==> src/rtl/uart_pkg.sv <==
// Shared definitions for the buffered UART transmitter: FSM states,
// parity mode encodings and the baud divisor helper.
package uart_pkg;

  typedef enum logic [2:0] {
    IDLE,
    START,
    DATA,
    PARITY,
    STOP
  } tx_state_e;

  localparam logic [1:0] PAR_NONE = 2'b00;
  localparam logic [1:0] PAR_ODD  = 2'b01;
  localparam logic [1:0] PAR_EVEN = 2'b10;

  // Clock cycles per serial bit; the divisor must come out at 2 or more.
  function automatic int clks_per_baud(input int clk_freq, input int baud_rate);
    return clk_freq / baud_rate;
  endfunction

endpackage

==> src/rtl/uart_sync_fifo.sv <==
// Single-clock FIFO with first-word fall-through read data. Pushes while
// full and pops while empty are ignored; storage is not reset.
module uart_sync_fifo #(
  parameter int WIDTH = 8,
  parameter int DEPTH = 4
) (
  input  logic                     i_clk,
  input  logic                     i_reset_n,
  input  logic                     push,
  input  logic [WIDTH-1:0]         push_data,
  input  logic                     pop,
  output logic [WIDTH-1:0]         pop_data,
  output logic                     full,
  output logic                     empty,
  output logic [$clog2(DEPTH):0]   count
);

  localparam int PW = $clog2(DEPTH);
  localparam int CW = PW + 1;

  logic [WIDTH-1:0] mem [DEPTH];
  logic [PW-1:0]    wr_ptr;
  logic [PW-1:0]    rd_ptr;
  logic             push_ok;
  logic             pop_ok;

  assign full     = (count == CW'(DEPTH));
  assign empty    = (count == '0);
  assign push_ok  = push && !full;
  assign pop_ok   = pop && !empty;
  assign pop_data = mem[rd_ptr];

  // Pointers wrap naturally at DEPTH (a power of two); count tracks occupancy.
  always_ff @(posedge i_clk) begin
    if (!i_reset_n) begin
      wr_ptr <= '0;
      rd_ptr <= '0;
      count  <= '0;
    end else begin
      if (push_ok) wr_ptr <= wr_ptr + PW'(1);
      if (pop_ok)  rd_ptr <= rd_ptr + PW'(1);
      case ({push_ok, pop_ok})
        2'b10:   count <= count + CW'(1);
        2'b01:   count <= count - CW'(1);
        default: count <= count;
      endcase
    end
  end

  // Word storage, written only on an accepted push.
  always_ff @(posedge i_clk) begin
    if (push_ok) mem[wr_ptr] <= push_data;
  end

endmodule

==> src/rtl/uart_tx_buffered.sv <==
// Buffered UART transmitter: FIFO front end, frame FSM with runtime parity
// and stop-bit selection, registered line and status outputs.
module uart_tx_buffered
  import uart_pkg::*;
#(
  parameter int CLK_FREQ   = 25000000,
  parameter int BAUD_RATE  = 115200,
  parameter int DATA_BITS  = 8,
  parameter int FIFO_DEPTH = 4
) (
  input  logic                          i_clk,
  input  logic                          i_reset_n,
  input  logic                          i_tx_valid,
  output logic                          o_tx_ready,
  input  logic [DATA_BITS-1:0]          i_data,
  input  logic [1:0]                    i_parity_mode,
  input  logic                          i_two_stop,
  output logic                          o_serial,
  output logic                          o_tx_busy,
  output logic                          o_tx_done,
  output logic [$clog2(FIFO_DEPTH):0]   o_fifo_count
);

  localparam int CPB = clks_per_baud(CLK_FREQ, BAUD_RATE);
  localparam int BW  = $clog2(CPB);
  localparam int IW  = $clog2(DATA_BITS);

  tx_state_e             state, state_nxt;
  logic [BW-1:0]         baud_cnt, baud_nxt;
  logic [IW-1:0]         bit_idx, idx_nxt;
  logic                  stop_sel, stop_nxt;
  logic [DATA_BITS-1:0]  word;
  logic [1:0]            par_mode_l;
  logic                  two_stop_l;
  logic                  fifo_pop;
  logic                  fifo_full;
  logic                  fifo_empty;
  logic [DATA_BITS-1:0]  fifo_rd;
  logic                  bit_end;
  logic                  has_par;
  logic                  serial_c;
  logic                  done_c;

  // Even parity is the XOR of the data bits; odd parity is its inverse.
  function automatic logic calc_parity(input logic [DATA_BITS-1:0] w, input logic [1:0] mode);
    return (^w) ^ (mode == PAR_ODD);
  endfunction

  uart_sync_fifo #(
    .WIDTH (DATA_BITS),
    .DEPTH (FIFO_DEPTH)
  ) u_fifo (
    .i_clk     (i_clk),
    .i_reset_n (i_reset_n),
    .push      (i_tx_valid),
    .push_data (i_data),
    .pop       (fifo_pop),
    .pop_data  (fifo_rd),
    .full      (fifo_full),
    .empty     (fifo_empty),
    .count     (o_fifo_count)
  );

  assign o_tx_ready = !fifo_full;
  assign bit_end    = (baud_cnt == BW'(CPB - 1));
  assign has_par    = (par_mode_l == PAR_ODD) || (par_mode_l == PAR_EVEN);

  // Next-state, pop request and the line level the current state calls for.
  always_comb begin
    state_nxt = state;
    baud_nxt  = bit_end ? '0 : baud_cnt + BW'(1);
    idx_nxt   = bit_idx;
    stop_nxt  = stop_sel;
    fifo_pop  = 1'b0;
    serial_c  = 1'b1;
    done_c    = 1'b0;
    unique case (state)
      IDLE: begin
        baud_nxt = '0;
        if (!fifo_empty) begin
          fifo_pop  = 1'b1;
          state_nxt = START;
        end
      end
      START: begin
        serial_c = 1'b0;
        if (bit_end) begin
          state_nxt = DATA;
          idx_nxt   = '0;
        end
      end
      DATA: begin
        serial_c = word[bit_idx];
        if (bit_end) begin
          if (bit_idx == IW'(DATA_BITS - 1)) begin
            state_nxt = has_par ? PARITY : STOP;
            stop_nxt  = 1'b0;
          end else begin
            idx_nxt = bit_idx + IW'(1);
          end
        end
      end
      PARITY: begin
        serial_c = calc_parity(word, par_mode_l);
        if (bit_end) state_nxt = STOP;
      end
      STOP: begin
        serial_c = 1'b1;
        if (bit_end) begin
          if (stop_sel == two_stop_l) begin
            done_c = 1'b1;
            if (!fifo_empty) begin
              fifo_pop  = 1'b1;
              state_nxt = START;
            end else begin
              state_nxt = IDLE;
            end
          end else begin
            stop_nxt = 1'b1;
          end
        end
      end
      default: state_nxt = IDLE;
    endcase
  end

  // FSM control registers; a reset abandons any frame in flight.
  always_ff @(posedge i_clk) begin
    if (!i_reset_n) begin
      state    <= IDLE;
      baud_cnt <= '0;
      bit_idx  <= '0;
      stop_sel <= 1'b0;
    end else begin
      state    <= state_nxt;
      baud_cnt <= baud_nxt;
      bit_idx  <= idx_nxt;
      stop_sel <= stop_nxt;
    end
  end

  // Frame word and its configuration are captured together at each pop.
  always_ff @(posedge i_clk) begin
    if (fifo_pop) begin
      word       <= fifo_rd;
      par_mode_l <= i_parity_mode;
      two_stop_l <= i_two_stop;
    end
  end

  // Output register stage: line, busy and done all trail the FSM by one cycle.
  always_ff @(posedge i_clk) begin
    if (!i_reset_n) begin
      o_serial  <= 1'b1;
      o_tx_busy <= 1'b0;
      o_tx_done <= 1'b0;
    end else begin
      o_serial  <= serial_c;
      o_tx_busy <= (state != IDLE);
      o_tx_done <= done_c;
    end
  end

endmodule
==> config.mk <==
export PLATFORM = sky130hd
export DESIGN_NAME = uart_tx_buffered
export DESIGN_NICKNAME = d
export VERILOG_FILES = /design/src/rtl/uart_pkg.sv /design/src/rtl/uart_sync_fifo.sv /design/src/rtl/uart_tx_buffered.sv
export SDC_FILE = /design/constraint.sdc
export NUM_CORES = 1
export LEC_CHECK = 0
export ABC_CLOCK_PERIOD_IN_PS = 7400
export CORE_MARGIN = 10
export CORE_UTILIZATION = 45
export DETAILED_ROUTE_END_ITERATION = 6
export PLACE_DENSITY = 0.73
export SYNTH_ARGS = -nofsm -noshare
export SYNTH_HDL_FRONTEND = slang
export SYNTH_SLANG_ARGS = --single-unit
==> constraint.sdc <==
create_clock -name i_clk -period 7.4 [get_ports i_clk]
set_input_delay 1.48 -clock i_clk [delete_from_list [all_inputs] [get_ports i_clk]]
set_output_delay 1.48 -clock i_clk [all_outputs]
set_load 0.01 [all_outputs]
==> results of run 1 <==
## cells by family after synthesis
kind of cell    Yosys count  share of synthesized area [%]
compound gates           25                           4.97
xor+xnor                 19                           5.69
fa+ha+maj                11                           4.97
buf+inv                  19                           2.44
flops                    68                           61.3
mux                      13                           8.73
simple gates             64                           11.9
## per-stage QoR
| stage | std cells | setup slack, ps | area, µm² | utilization [%] |
|---|---|---|---|---|
| after floorplan | 219 | 4490 | 2920 | - |
| after global placement | 310 | 3970 | 3200 | 50.6 |
| after detailed placement | 310 | 3870 | 3200 | 50.6 |
| after CTS | 326 | 4240 | 3370 | 53.4 |
| after global routing | 326 | 4130 | 3370 | 53.4 |
| final | 326 | 4230 | 3370 | 53.4 |
## worst max-delay path: stages
cell	delay, ps
clkdlybuf4s50_1	450
and2_1	190
inv_1	80
ha_1	180
inv_1	60
fa_1	380
xor2_1	160
or3_1	320
a21oi_1	150
## registers in the layout (all words and copies together) (netlist names)
register,flops
baud_cnt,8
word,8
o_tx_done,1
state,3
u_fifo.wr_ptr,2
par_mode_l,2
two_stop_l,1
u_fifo.count,3
stop_sel,1
u_fifo.rd_ptr,2
bit_idx,3
o_tx_busy,1
o_serial,1
u_fifo.mem,32
## power by group through the flow
stage,registers [mW],clock network [mW],logic (mW)
after floorplan,0.533,0,0.283
after CTS,0.555,0.274,0.353
after global routing,0.565,0.296,0.388
after detailed placement,0.564,0,0.352
after global placement,0.560,0,0.346
final,0.553,0.266,0.347
## metal layers
layer / GRT usage [%] / up-vias
li1: - / 844
met1: 11.3 / 802
met2: 15.2 / 33
met3: 4.25 / 9
met4: 4.89 / 0
met5: 0 / -
## layout make-up
type | count | area (µm²)
fillers | 531 | 2940
clock inverters | 7 | 51.3
inverters | 13 | 48.8
well taps | 77 | 96.3
repair buffers | 20 | 200
flip-flops and latches | 68 | 1790
multi-input cells | 132 | 1060
clock buffers | 9 | 124
## worst max path at each step
| stage | endpoint | slack, ps | cells past startpoint |
|---|---|---|---|
| finish | u_fifo.count[2] | 4230 | 9 |
| global route | u_fifo.count[2] | 4130 | 9 |
| CTS | u_fifo.count[2] | 4240 | 9 |
| detailed placement | u_fifo.count[2] | 3870 | 9 |
| global placement | u_fifo.count[2] | 3970 | 9 |
| floorplan | u_fifo.count[2] | 4490 | 8 |
## placed cells by master (no fill, tap or decap), types with 2 or more instances in the layout
cell type and count:
nor3b_1 3, inv_1 13, clkinv_2 2, clkbuf_8 9, nor3_1 4, or3_1 5
and3_1 6, and2_1 3, o21ai_0 5, a311oi_1 2, a21oi_1 13, dfxtp_1 25
o21a_1 2, nor2_1 18, nand3_1 6, clkdlybuf4s50_1 20, mux2i_1 3, ha_1 10
nand2_1 13, edfxtp_1 43, xnor2_1 12, mux4_2 10, inv_6 2, xor2_1 7
clkinvlp_4 2
==> results.cfg, run 1 <==
[status]
status = completed

[sta]
final.min_clock_period_ps = 3170
hold_viol = 0
setup_violations = 0
worst_hold_slack_ps = 474
clock-skew-final_ps = 10.2
max_slew_margin_pct = 56.5
slew_viol_final = 0
tns_ps = 0
grt_setup_unrepaired = false
max_slew.worst_pin.slew_ps = 646
period_utilization_pct = 42.8
max_clock_freq_mhz = 316

[power_and_ir_drop]
power.leakage_nw = 1.13
proportion_of_total_power_due_to_net_switching_pct = 32.5
power.net_switching_mw = 0.380
comb_power_share_pct = 29.8
clock_power_share_pct = 22.8
power.total_mw = 1.17
largest_voltage_drop_on_the_vdd_net_v = 0.000227
power.density_cell_area_mw_per_mm2 = 346
seq_power_share_pct = 47.4
intPower_mw = 0.787

[yosys]
yosysWarningCount = 0
dominantRegCellSynth = edfxtp_1
postSynth.asyncResetShare_pct = 0
synth_edf_count = 43
fraction_of_post_synthesis_cell_area_in_the_top_cell_type_by_area_pct = 44.2
post_synth_main_area_contributors = edfxtp_1, dfxtp_1, mux4_2
post_synth_inst_count = 219
synth.lib_cells_used.distinct = 32
synth.cell_area_mm2 = 0.00292
netlist.top_cell.by_area = edfxtp_1
sequential_to_total_area_share_from_yosys_stat_pct = 61.3
post-synth-top-count-cell = edfxtp_1
post_synth_most_frequent_cells = edfxtp_1, dfxtp_1, nor2_1
synth_nets = 244
synthesis.area_per_instance_um2 = 13.3
yosys_register_bits = 68

[die]
die_x_um = 101
core_mm2 = 0.00631
initial_cell_density_of_the_core_pct = 46.3
placement_rows = 29
vert_die_dim_um = 101
die-area_mm2 = 0.0101
boundaryPins = 21

[drt]
ant_nets = 0
dr_wl_met2_um = 2340
metal3_wl_um = 267
postRouteWirelength_um = 4650
drt-wirelength-per-cell_um = 14.3
route.vias.total = 1688
route.top_layer_used = met4
drt-pass1-iter-count = 4
vias_per_cell = 5.18
drt_drc_violations_left = 0
wl_met1_um = 1970
detailedRoute.firstIterationViolations = 79

[cells_and_area]
layout-drive-gt1-share_pct = 12.0
area_growth_pct = 15.4
finish.net_count = 269
antenna_cells = 0

[setup_path]
crit-reg2reg-launch = state[2]
end_kind = flop
timing.reg2reg.setup_slack_ps = 4340
worstPathArrival_ps = 3440
cp_data_required_time_ps = 7670
crit_start = i_tx_valid
reg2reg_to = u_fifo.count[2]
crit_path_max_fanout = 5
worstRegToRegCells = 9
crit_path_class = in -> reg
crit_path_start_kind = input port

[global_routing]
grt.total_usage_pct = 9.80
first_global_vias = 1684
global_route.overflow_total = 0
initial_antenna_violation_count = 0
grt_pass1_wl_um = 7750
grt_start_max_net_pins = 16

[cts]
post-cts-setup-buffer-count = 0
clock-root-buffer = clkbuf_8
tritoncts = built
cts.path.max_buffers = 2
numClockSinks = 68
worstSkewPairLatency_ps = 340
cts.hold.buffers_added = 0
cts.reportedPaths.clkPinSlew_ps = 80
ctsResizeCount = 0
cts_buffers = 9
clock_tree.htree_level_count = 3

[hold_path]
hold-path-endpoint = baud_cnt[0]
holdCritPathClass = reg -> reg
worstHoldPathCells = 1
holdCritStartpoint = baud_cnt[0]

[placed_design]
place_hpwl_um = 3360
port_buffers = 20
place.gp.congestion = 0.808

[job]
maxCapViolCount = 0
Power figures use the tool's default switching activity.
==> inputs of run 2 (changes only) <==
ABC_CLOCK_PERIOD_IN_PS = 2900   (was 7400)
PLACE_DENSITY = 0.75   (was 0.73)
clock period = 2.9 ns   (was 7.4 ns; I/O delays follow)
==> run 2 against run 1 <==
Cell count rose by 1.8%. Largest cell class unchanged. Total power rose to 2.7 times the previous value. Critical endpoint unchanged. Clock power rose to 3.0 times the previous value. Routed wire length rose by 3.7%.
==> results.cfg, run 2 (synthesized netlist as in run 1, its figures left out) <==
[status]
status = completed

[setup_path]
cp_data_required_time_ps = 3170
crit_cells = 11
worstRegToRegCells = 11
worstPathArrival_ps = 2920
worst_path_dominant_cell_family = simple AND/OR/NAND/NOR gates
crit-reg2reg-launch = baud_cnt[0]
crit_path_start_kind = flop
crit_path_class = reg -> reg
crit_start = baud_cnt[0]
slowest_delay_ps = 380
timing.reg2reg.setup_slack_ps = 250
crit_path_max_fanout = 4
cp_cell_instances = inv_1, ha_1, nand4bb_4, nor4_1, o21a_1, ha_1, inv_1, fa_1, xor2_1, or3_1, a21oi_1
slowest_library_cell_on_the_worst_path = nor4_1
cp-endpoint = u_fifo.count[2]
cp_num_buf_inv = 2
reg2reg_to = u_fifo.count[2]
end_kind = flop

[power_and_ir_drop]
power.density_cell_area_mw_per_mm2 = 919
power.leakage_nw = 1.18
power.total_mw = 3.17
largest_voltage_drop_on_the_vdd_net_v = 0.000480

[sta]
clock-skew-final_ps = 7.15
max_clock_freq_mhz = 378
final.min_clock_period_ps = 2650
max_slew_margin_pct = 58.4
grt_setup_unrepaired = false
hold_viol = 0
max_slew.worst_pin.slew_ps = 624
tns_ps = 0
worst_hold_slack_ps = 481
setup_violations = 0
period_utilization_pct = 91.2
slew_viol_final = 0

[job]
maxCapViolCount = 0

[drt]
postRouteWirelength_um = 4830
vias_per_cell = 5.16
drt_drc_violations_left = 0
drt-pass1-iter-count = 4
ant_nets = 0
drt-wirelength-per-cell_um = 14.5
route.vias.total = 1712
detailedRoute.firstIterationViolations = 113

[die]
core_mm2 = 0.00631
boundaryPins = 21
die_x_um = 101
initial_cell_density_of_the_core_pct = 46.3
die-area_mm2 = 0.0101
vert_die_dim_um = 101
placement_rows = 29

[cells_and_area]
layout-drive-gt1-share_pct = 14.1
mostFrequentLayoutCells = edfxtp_1, dfxtp_1, clkdlybuf4s50_1
area.sequential_mm2 = 0.00179
final_common_cell = edfxtp_1
top_regs = u_fifo.mem: 32 flops, baud_cnt: 8 flops, word: 8 flops
area_used_by_multi_input_combinational_logic_mm2 = 0.00106
finish.net_count = 275
area_growth_pct = 17.9
largest_reg_flops = 32
antenna_cells = 0
top_reg_by_flops = u_fifo.mem
fillerInstances = 522

[placed_design]
place.gp.congestion = 0.822
place_hpwl_um = 3500
port_buffers = 20

[cts]
worstSkewPairLatency_ps = 350
post-cts-setup-buffer-count = 0
cts.hold.buffers_added = 0
clock_tree.htree_level_count = 3
cts_buffers = 9
cts.path.max_buffers = 2
cts.reportedPaths.clkPinSlew_ps = 80
ctsResizeCount = 0
tritoncts = built
numClockSinks = 68
clock-root-buffer = clkbuf_8

[global_routing]
grt.total_usage_pct = 10.1
first_global_vias = 1769
grt_pass1_wl_um = 8110
grt_start_max_net_pins = 16
global_route.overflow_total = 0
initial_antenna_violation_count = 0

[hold_path]
holdCritPathClass = reg -> reg
==> run 2: cell types whose count changed in the layout (fill, tap and decap cells not counted), sizes merged <==
cell,delta
inv,+2
buf,+6
clkinvlp,-1
bufinv,+1
clkinv,-2
==> run 2: per-stage QoR <==
stage | std cells | utilization (%) | worst slack [ps] | cell area (µm²)
3_3_place_gp | 316 | 51.3 | 378 | 3240
5_1_grt | 332 | 54.6 | 37.4 | 3450
4_1_cts | 332 | 54.6 | 222 | 3450
2_1_floorplan | 219 | - | 359 | 2920
6_report | 332 | 54.6 | 254 | 3450
3_5_place_dp | 316 | 51.3 | 296 | 3240
==> run 2: final cells by class <==
class                   count  share of cell area, %
clock buffers               9                   3.59
multi-input cells         132                   30.7
well taps                  77                   2.79
clock inverters             7                   2.36
flip-flops and latches     68                   52.0
repair buffers             26                   7.11
inverters                  13                   1.42
==> run 2: layer usage <==
layer  wire, µm  vias to the layer above  GRT usage [%]
li1           -                      856              -
met1       2080                      824           11.2
met2       2470                       24           16.6
met3        217                        8           3.91
met4         59                        0           4.57
met5          0                        -              0
==> run 2: worst min-delay path by stage <==
stage,start,endpoint,slack (ps),cells past startpoint
6_report,baud_cnt[0],baud_cnt[0],480,1
5_1_grt,baud_cnt[0],baud_cnt[0],520,1
4_1_cts,baud_cnt[0],baud_cnt[0],480,1
3_5_place_dp,baud_cnt[0],baud_cnt[0],460,1
3_3_place_gp,baud_cnt[0],baud_cnt[0],450,1
2_1_floorplan,baud_cnt[0],baud_cnt[0],430,1
==> run 2: power breakdown <==
part	switching [mW]	internal (mW)	leakage [nW]
logic	0.513	0.485	0.476
clock network	0.387	0.410	0.101
registers	0.119	1.25	0.599
total	1.02	2.15	1.18
==> inputs of run 3 (changes only) <==
==> constraint.sdc (replaced) <==
create_clock -name i_clk -period 2.9 [get_ports i_clk]
set_input_delay 0.58 -clock i_clk [delete_from_list [all_inputs] [get_ports i_clk]]
set_output_delay 0.58 -clock i_clk [all_outputs]
set_load 0.02 [all_outputs]
==> results of run 3 <==
The final DEF is identical to that of run 2. Status: completed.
Main changes from that run: total power 3.17 mW -> 3.19 mW; worst IR drop on VDD 0.000480 V -> 0.000493 V
==> patch 1 (config.mk and constraints of run 2) <==
The 5 states of `tx_state_e` get a one-hot encoding in 5 bits.
--- a/src/rtl/uart_pkg.sv
+++ b/src/rtl/uart_pkg.sv
@@ -2,12 +2,12 @@
 // parity mode encodings and the baud divisor helper.
 package uart_pkg;
 
-  typedef enum logic [2:0] {
-    IDLE,
-    START,
-    DATA,
-    PARITY,
-    STOP
+  typedef enum logic [4:0] {
+    IDLE   = 5'b00001,
+    START  = 5'b00010,
+    DATA   = 5'b00100,
+    PARITY = 5'b01000,
+    STOP   = 5'b10000
   } tx_state_e;
 
   localparam logic [1:0] PAR_NONE = 2'b00;
Function: no difference found for any inputs over 10 cycles, from zero or initial values and one cycle with i_reset_n low; not proved beyond that.
==> patch 1 against run 2 <==
  * Wire length grew 12%
  * Power is 1.1% lower
  * Area after synthesis up 11%
  * Worst setup slack gained 0.013 ns
  * Cell area grew 7.5%
  * Combinational power is 1% lower
  * Via count grew 11%
  * Sequential cell count rose by 2
  * Maximum frequency rose by 0.50%
  * Critical endpoint unchanged
  * Largest cell class unchanged
  * Largest power group unchanged
==> patch 1: results (changes against run 2) <==
The final estimated routing congestion in global placement was 0.8033 (was 0.8216). The run gives 0 (unchanged) as the antenna cell count. The per-cell routed wire length came out at 14.66 um (was 14.54 um). Commonest cells in the netlist: sky130_fd_sc_hd__edfxtp_1 (43), sky130_fd_sc_hd__dfxtp_1 (27), sky130_fd_sc_hd__nor2_1 (19) (was sky130_fd_sc_hd__edfxtp_1 (43), sky130_fd_sc_hd__dfxtp_1 (25), sky130_fd_sc_hd__nor2_1 (18)). Top post-synthesis cells by area: sky130_fd_sc_hd__edfxtp_1 (40%), sky130_fd_sc_hd__dfxtp_1 (17%), sky130_fd_sc_hd__mux4_2 (6.9%), sky130_fd_sc_hd__ha_1 (3.9%), sky130_fd_sc_hd__xnor2_1 (2.4%) (was sky130_fd_sc_hd__edfxtp_1 (44%), sky130_fd_sc_hd__dfxtp_1 (17%), sky130_fd_sc_hd__mux4_2 (7.7%), sky130_fd_sc_hd__ha_1 (4.3%), sky130_fd_sc_hd__xnor2_1 (3.6%)). The proportion of layout cells with a drive suffix above 1 is 16.79% (was 14.12%), and the H-tree level count is 3 (unchanged). The maximum resistive drop on vdd is 537.2 uV (was 479.7 uV), and the initial DRC count is 93 (was 113).

The family with the most delay on the worst path was simple AND/OR/NAND/NOR gates (unchanged). The worst clock skew on the final layout was 0.009633 ns (was 0.007147 ns); the signal arrival time at the worst endpoint was 2.91 ns (was 2.92 ns). The logs give 267 (was 244) for the number of nets produced by synthesis and 0 (unchanged) for the post-CTS resize count. The type of the worst setup path was register to register (unchanged). The count of distinct cell types in the synthesized netlist is 51 (was 32). The worst hold path startpoint is baud_cnt[0]$_SDFF_PP0_ (unchanged).

The worst slack at placement is 0.1983 ns (was 0.2958 ns). The transition time of the tightest slew-check pin was 0.6387 ns (was 0.6238 ns). The global-route usage over all layers is 10.37% (was 10.07%). The slowest library cell on the worst path was sky130_fd_sc_hd__dfxtp_1 (was sky130_fd_sc_hd__nor4_1).

The largest fanout on the critical path is 8 (was 4). The largest single stage delay on the critical path is 0.39 ns. The number of port buffers was 20 (unchanged); the clock insertion delay at the later pin of the skew report was 0.35 ns (about the same). The fraction of the yosys area taken by sequential cells came out at 56.37% (was 61.30%). The total number of nets in the final design came out at 294 (was 275).

The run finished with clean final reports. The placement-stage cell area was 0.003515 mm^2 (was 0.003242 mm^2); the average via count per standard cell was 5.149 (was 5.157). For the wire length of the first global-routing pass, the log shows 9246 um (was 8107 um). The leakage power is 1.327 nW (was 1.176 nW).

The tools report the critical register-to-register path startpoint as state[2]$_SDFFE_PN0P_ (was baud_cnt[0]$_SDFF_PP0_). The fill cell instance count of the final layout is 586 (was 522), and the share of flip-flops with an asynchronous set or reset is 0% (unchanged). The logs give 1925 (was 1769) for the number of global-route vias before repair and 3899 um (was 3497 um) for the detailed-placement wirelength estimate.
## patch 1: routing by layer
layer | wire length (um) | track usage, %
met2 | 2547 | 16.46
met5 | 0 | 0
met1 | 2497 | 12.34
met4 | 99 | 5.294
met3 | 280 | 3.317
## patch 1: cell type report
type                            instances  area, um^2  area share [%]
Clock buffer                            9       123.9           3.341
Clock inverter                          7       61.31           1.654
Inverter                               13       48.80           1.316
Multi-Input combinational cell        150        1284           34.63
Sequential cell                        70        1832           49.41
Tap cell                               96       120.1           3.240
Timing Repair Buffer                   25       237.7           6.412
## patch 1: stage by stage
step	util [%]	cells
after floorplan	-	242
after global placement	50.89	353
after detailed placement	50.89	353
after CTS	53.57	369
after global routing	53.68	370
final	53.68	370
## patch 1: repair_timing
action / in CTS / in global routing
buffers inserted: 0 / 1
endpoints found under the setup margin: 0 / 1
hold buffers: 0 / 0
## patch 1: report_power, final
| part | leakage (nW) | switching, mW | internal, mW |
|---|---|---|---|
| registers | 0.616 | 0.147 | 1.26 |
| clock network | 0.0892 | 0.411 | 0.328 |
| logic | 0.621 | 0.487 | 0.498 |
| total | 1.33 | 1.05 | 2.09 |
## patch 1: logic make-up after synthesis
group                    Yosys count  share of synthesized area [%]
multiplexers                      15                          8.471
buffers and inverters             22                          4.120
adder cells (fa/ha/maj)           11                          4.467
XOR/XNOR                          19                          5.545
AO/OA/AOI/OAI                     31                          7.471
flip-flops                        70                          56.37
AND/OR/NAND/NOR                   74                          13.55
## patch 1: path summary, 6_finish.rpt
| check | slack, ns | depth (start not counted) | end |
|---|---|---|---|
| max | 0.27 | 10 | u_fifo.count[2]$_SDFFE_PN0P_ |
| min | 0.47 | 1 | baud_cnt[0]$_SDFF_PP0_ |
| max reg2reg | 0.27 | 10 | u_fifo.count[2]$_SDFFE_PN0P_ |
| min reg2reg | 0.47 | 1 | baud_cnt[0]$_SDFF_PP0_ |
==> patch 2 (settings of run 2) <==
Without the edit above. Set the parameter `CLK_FREQ` to 12500000 (it was 25000000).
--- a/src/rtl/uart_tx_buffered.sv
+++ b/src/rtl/uart_tx_buffered.sv
@@ -3,7 +3,7 @@
 module uart_tx_buffered
   import uart_pkg::*;
 #(
-  parameter int CLK_FREQ   = 25000000,
+  parameter int CLK_FREQ   = 12500000,
   parameter int BAUD_RATE  = 115200,
   parameter int DATA_BITS  = 8,
   parameter int FIFO_DEPTH = 4
Check against the original RTL: no difference found for any inputs over 10 cycles, from zero or initial values and one cycle with i_reset_n low; that may be too few to reach the edited logic, so the function may still have changed.
==> patch 2 against run 2 <==
  * Worst setup slack improved by 0.11 ns
  * Power fell by 9.5%
  * Area after synthesis fell by 1.5%
  * Sequential cell count fell by 1
  * Cell area fell by 2.2%
  * Final cell count fell by 4.8%
  * Wire length fell by 0.60%
  * Count of clock-buffer cells in the layout did not move
  * Critical endpoint unchanged
  * Largest power group unchanged
==> patch 2: results (changes against run 2) <==
The logs give 0.4538 ns (was 0.4808 ns) for the final hold slack and 1.151 nW (was 1.176 nW) for the leakage power. The headroom to the max-slew limit is 58.00% (was 58.36%), and the number of nets produced by synthesis is 231 (was 244). The total number of nets in the final design was 258 (was 275); the signal arrival time at the worst endpoint was 2.81 ns (was 2.92 ns). The maximum single-stage delay on the critical path works out to 0.38 ns (about the same). The family with the most delay on the worst path is adder cells (was simple AND/OR/NAND/NOR gates). The largest fanout on the critical path is 8 (was 4). Top post-synthesis cells by area: sky130_fd_sc_hd__edfxtp_1 (45%), sky130_fd_sc_hd__dfxtp_1 (17%), sky130_fd_sc_hd__mux4_2 (7.8%), sky130_fd_sc_hd__ha_1 (3.9%), sky130_fd_sc_hd__nor2_1 (2.5%) (was sky130_fd_sc_hd__edfxtp_1 (44%), sky130_fd_sc_hd__dfxtp_1 (17%), sky130_fd_sc_hd__mux4_2 (7.7%), sky130_fd_sc_hd__ha_1 (4.3%), sky130_fd_sc_hd__xnor2_1 (3.6%)).

The logs give 47 (was 32) for the count of distinct cell types in the synthesized netlist and 70 (was 113) for the initial DRC count. The tools report the slack of the worst reg-to-reg path as 0.36 ns (was 0.25 ns). The final estimated routing congestion in global placement came out at 0.8109 (was 0.8216). Worst clock skew on the final layout: 0.01070 ns (was 0.007147 ns).

The maximum number of pins on one net before global-route repair is 17 (was 16), and the proportion of layout cells with a drive suffix above 1 is 12.55% (was 14.12%). The total wire length is 4797 um (was 4826 um). The tools report the detailed-placement wirelength estimate as 3320 um (was 3497 um). CTS buffer count: 9 (unchanged).

Cell depth of the worst flop-to-flop path: 10 (was 11). The buffer depth of the longest clock path was 2 (unchanged). The fraction of the yosys area taken by sequential cells is 61.54% (was 61.30%), and the via count is 1698 (was 1712). Commonest cells in the netlist: sky130_fd_sc_hd__edfxtp_1 (43), sky130_fd_sc_hd__dfxtp_1 (24), sky130_fd_sc_hd__nor2_1 (19) (was sky130_fd_sc_hd__edfxtp_1 (43), sky130_fd_sc_hd__dfxtp_1 (25), sky130_fd_sc_hd__nor2_1 (18)). Slowest library cell on the worst path: sky130_fd_sc_hd__fa_1 (was sky130_fd_sc_hd__nor4_1).

For the maximum resistive drop on vdd, the log shows 422.6 uV (was 479.7 uV). The flow ran to the end, and the final reports show no timing, DRC or antenna violations. Internal portion of total power: 2.035 mW (was 2.149 mW). The global-route usage over all layers was 10.20% (was 10.07%); the worst slack at placement was 0.3085 ns (was 0.2958 ns). The wire length of the first global-routing pass came out at 7969 um (was 8107 um).

Largest regs: u_fifo.mem: 32 flops, word: 8 flops, baud_cnt: 7 flops (was u_fifo.mem: 32 flops, baud_cnt: 8 flops, word: 8 flops).
[patch 2: cell count changes after synthesis, moves of 3 or more]
| cell | change |
|---|---|
| sky130_fd_sc_hd__or4_1 | +3 |
| sky130_fd_sc_hd__o21ai_0 | -3 |
| sky130_fd_sc_hd__xnor2_1 | -7 |
| sky130_fd_sc_hd__nand2_1 | -8 |
| sky130_fd_sc_hd__nand3_1 | -4 |
[patch 2: worst max-delay path by stage]
| stage | cells after the start | slack [ns] | to | from |
|---|---|---|---|---|
| detailed placement | 9 | 0.31 | u_fifo.count[2]$_SDFFE_PN0P_ | i_tx_valid |
| floorplan | 9 | 0.55 | u_fifo.count[2]$_SDFFE_PN0P_ | u_fifo.count[2]$_SDFFE_PN0P_ |
| global route | 10 | 0.17 | u_fifo.count[2]$_SDFFE_PN0P_ | baud_cnt[0]$_SDFF_PP0_ |
| finish | 10 | 0.36 | u_fifo.count[2]$_SDFFE_PN0P_ | baud_cnt[0]$_SDFF_PP0_ |
| CTS | 10 | 0.36 | u_fifo.count[2]$_SDFFE_PN0P_ | baud_cnt[0]$_SDFF_PP0_ |
| global placement | 9 | 0.37 | u_fifo.count[2]$_SDFFE_PN0P_ | i_tx_valid |
[patch 2: cell families after synthesis]
group,synth area share [%]
xor gates and xnor gates,5.215
buffers and inverters,2.390
AOI/OAI and AO/OA,6.085
muxes,8.866
DFF,61.54
and+or+nand+nor,11.30
adders and majority gates,4.607
[patch 2: final cells by class]
type | count | area (um^2)
clock buffer | 9 | 123.9
clock inverter | 7 | 76.32
fill | 526 | 2907
inverter | 11 | 41.29
multi-input combinational | 122 | 1039
sequential | 67 | 1772
tap | 77 | 96.34
timing repair buffer | 23 | 222.7
[patch 2: per-layer routing]
metal / track usage (%) / wire length (um) / vias to the layer above
li1: - / - / 839
met1: 12.16 / 2248 / 820
met2: 15.13 / 2240 / 29
met3: 4.121 / 202 / 10
met4: 6.196 / 106 / 0
met5: 0 / 0 / -
[patch 2: power groups by stage]
stage | combinational (mW) | sequential (mW) | clock, mW
after floorplan | 0.594 | 1.31 | 0
after global placement | 0.735 | 1.37 | 0
after detailed placement | 0.758 | 1.38 | 0
after CTS | 0.767 | 1.35 | 0.788
after global routing | 0.826 | 1.38 | 0.838
final | 0.749 | 1.35 | 0.768
[patch 2: metrics by stage]
step / area [um^2] / std cells / utilization [%]
after floorplan: 2879 / 207 / -
after global placement: 3171 / 300 / 50.51
after detailed placement: 3171 / 300 / 50.51
after CTS: 3371 / 316 / 53.70
after global routing: 3371 / 316 / 53.70
final: 3371 / 316 / 53.70
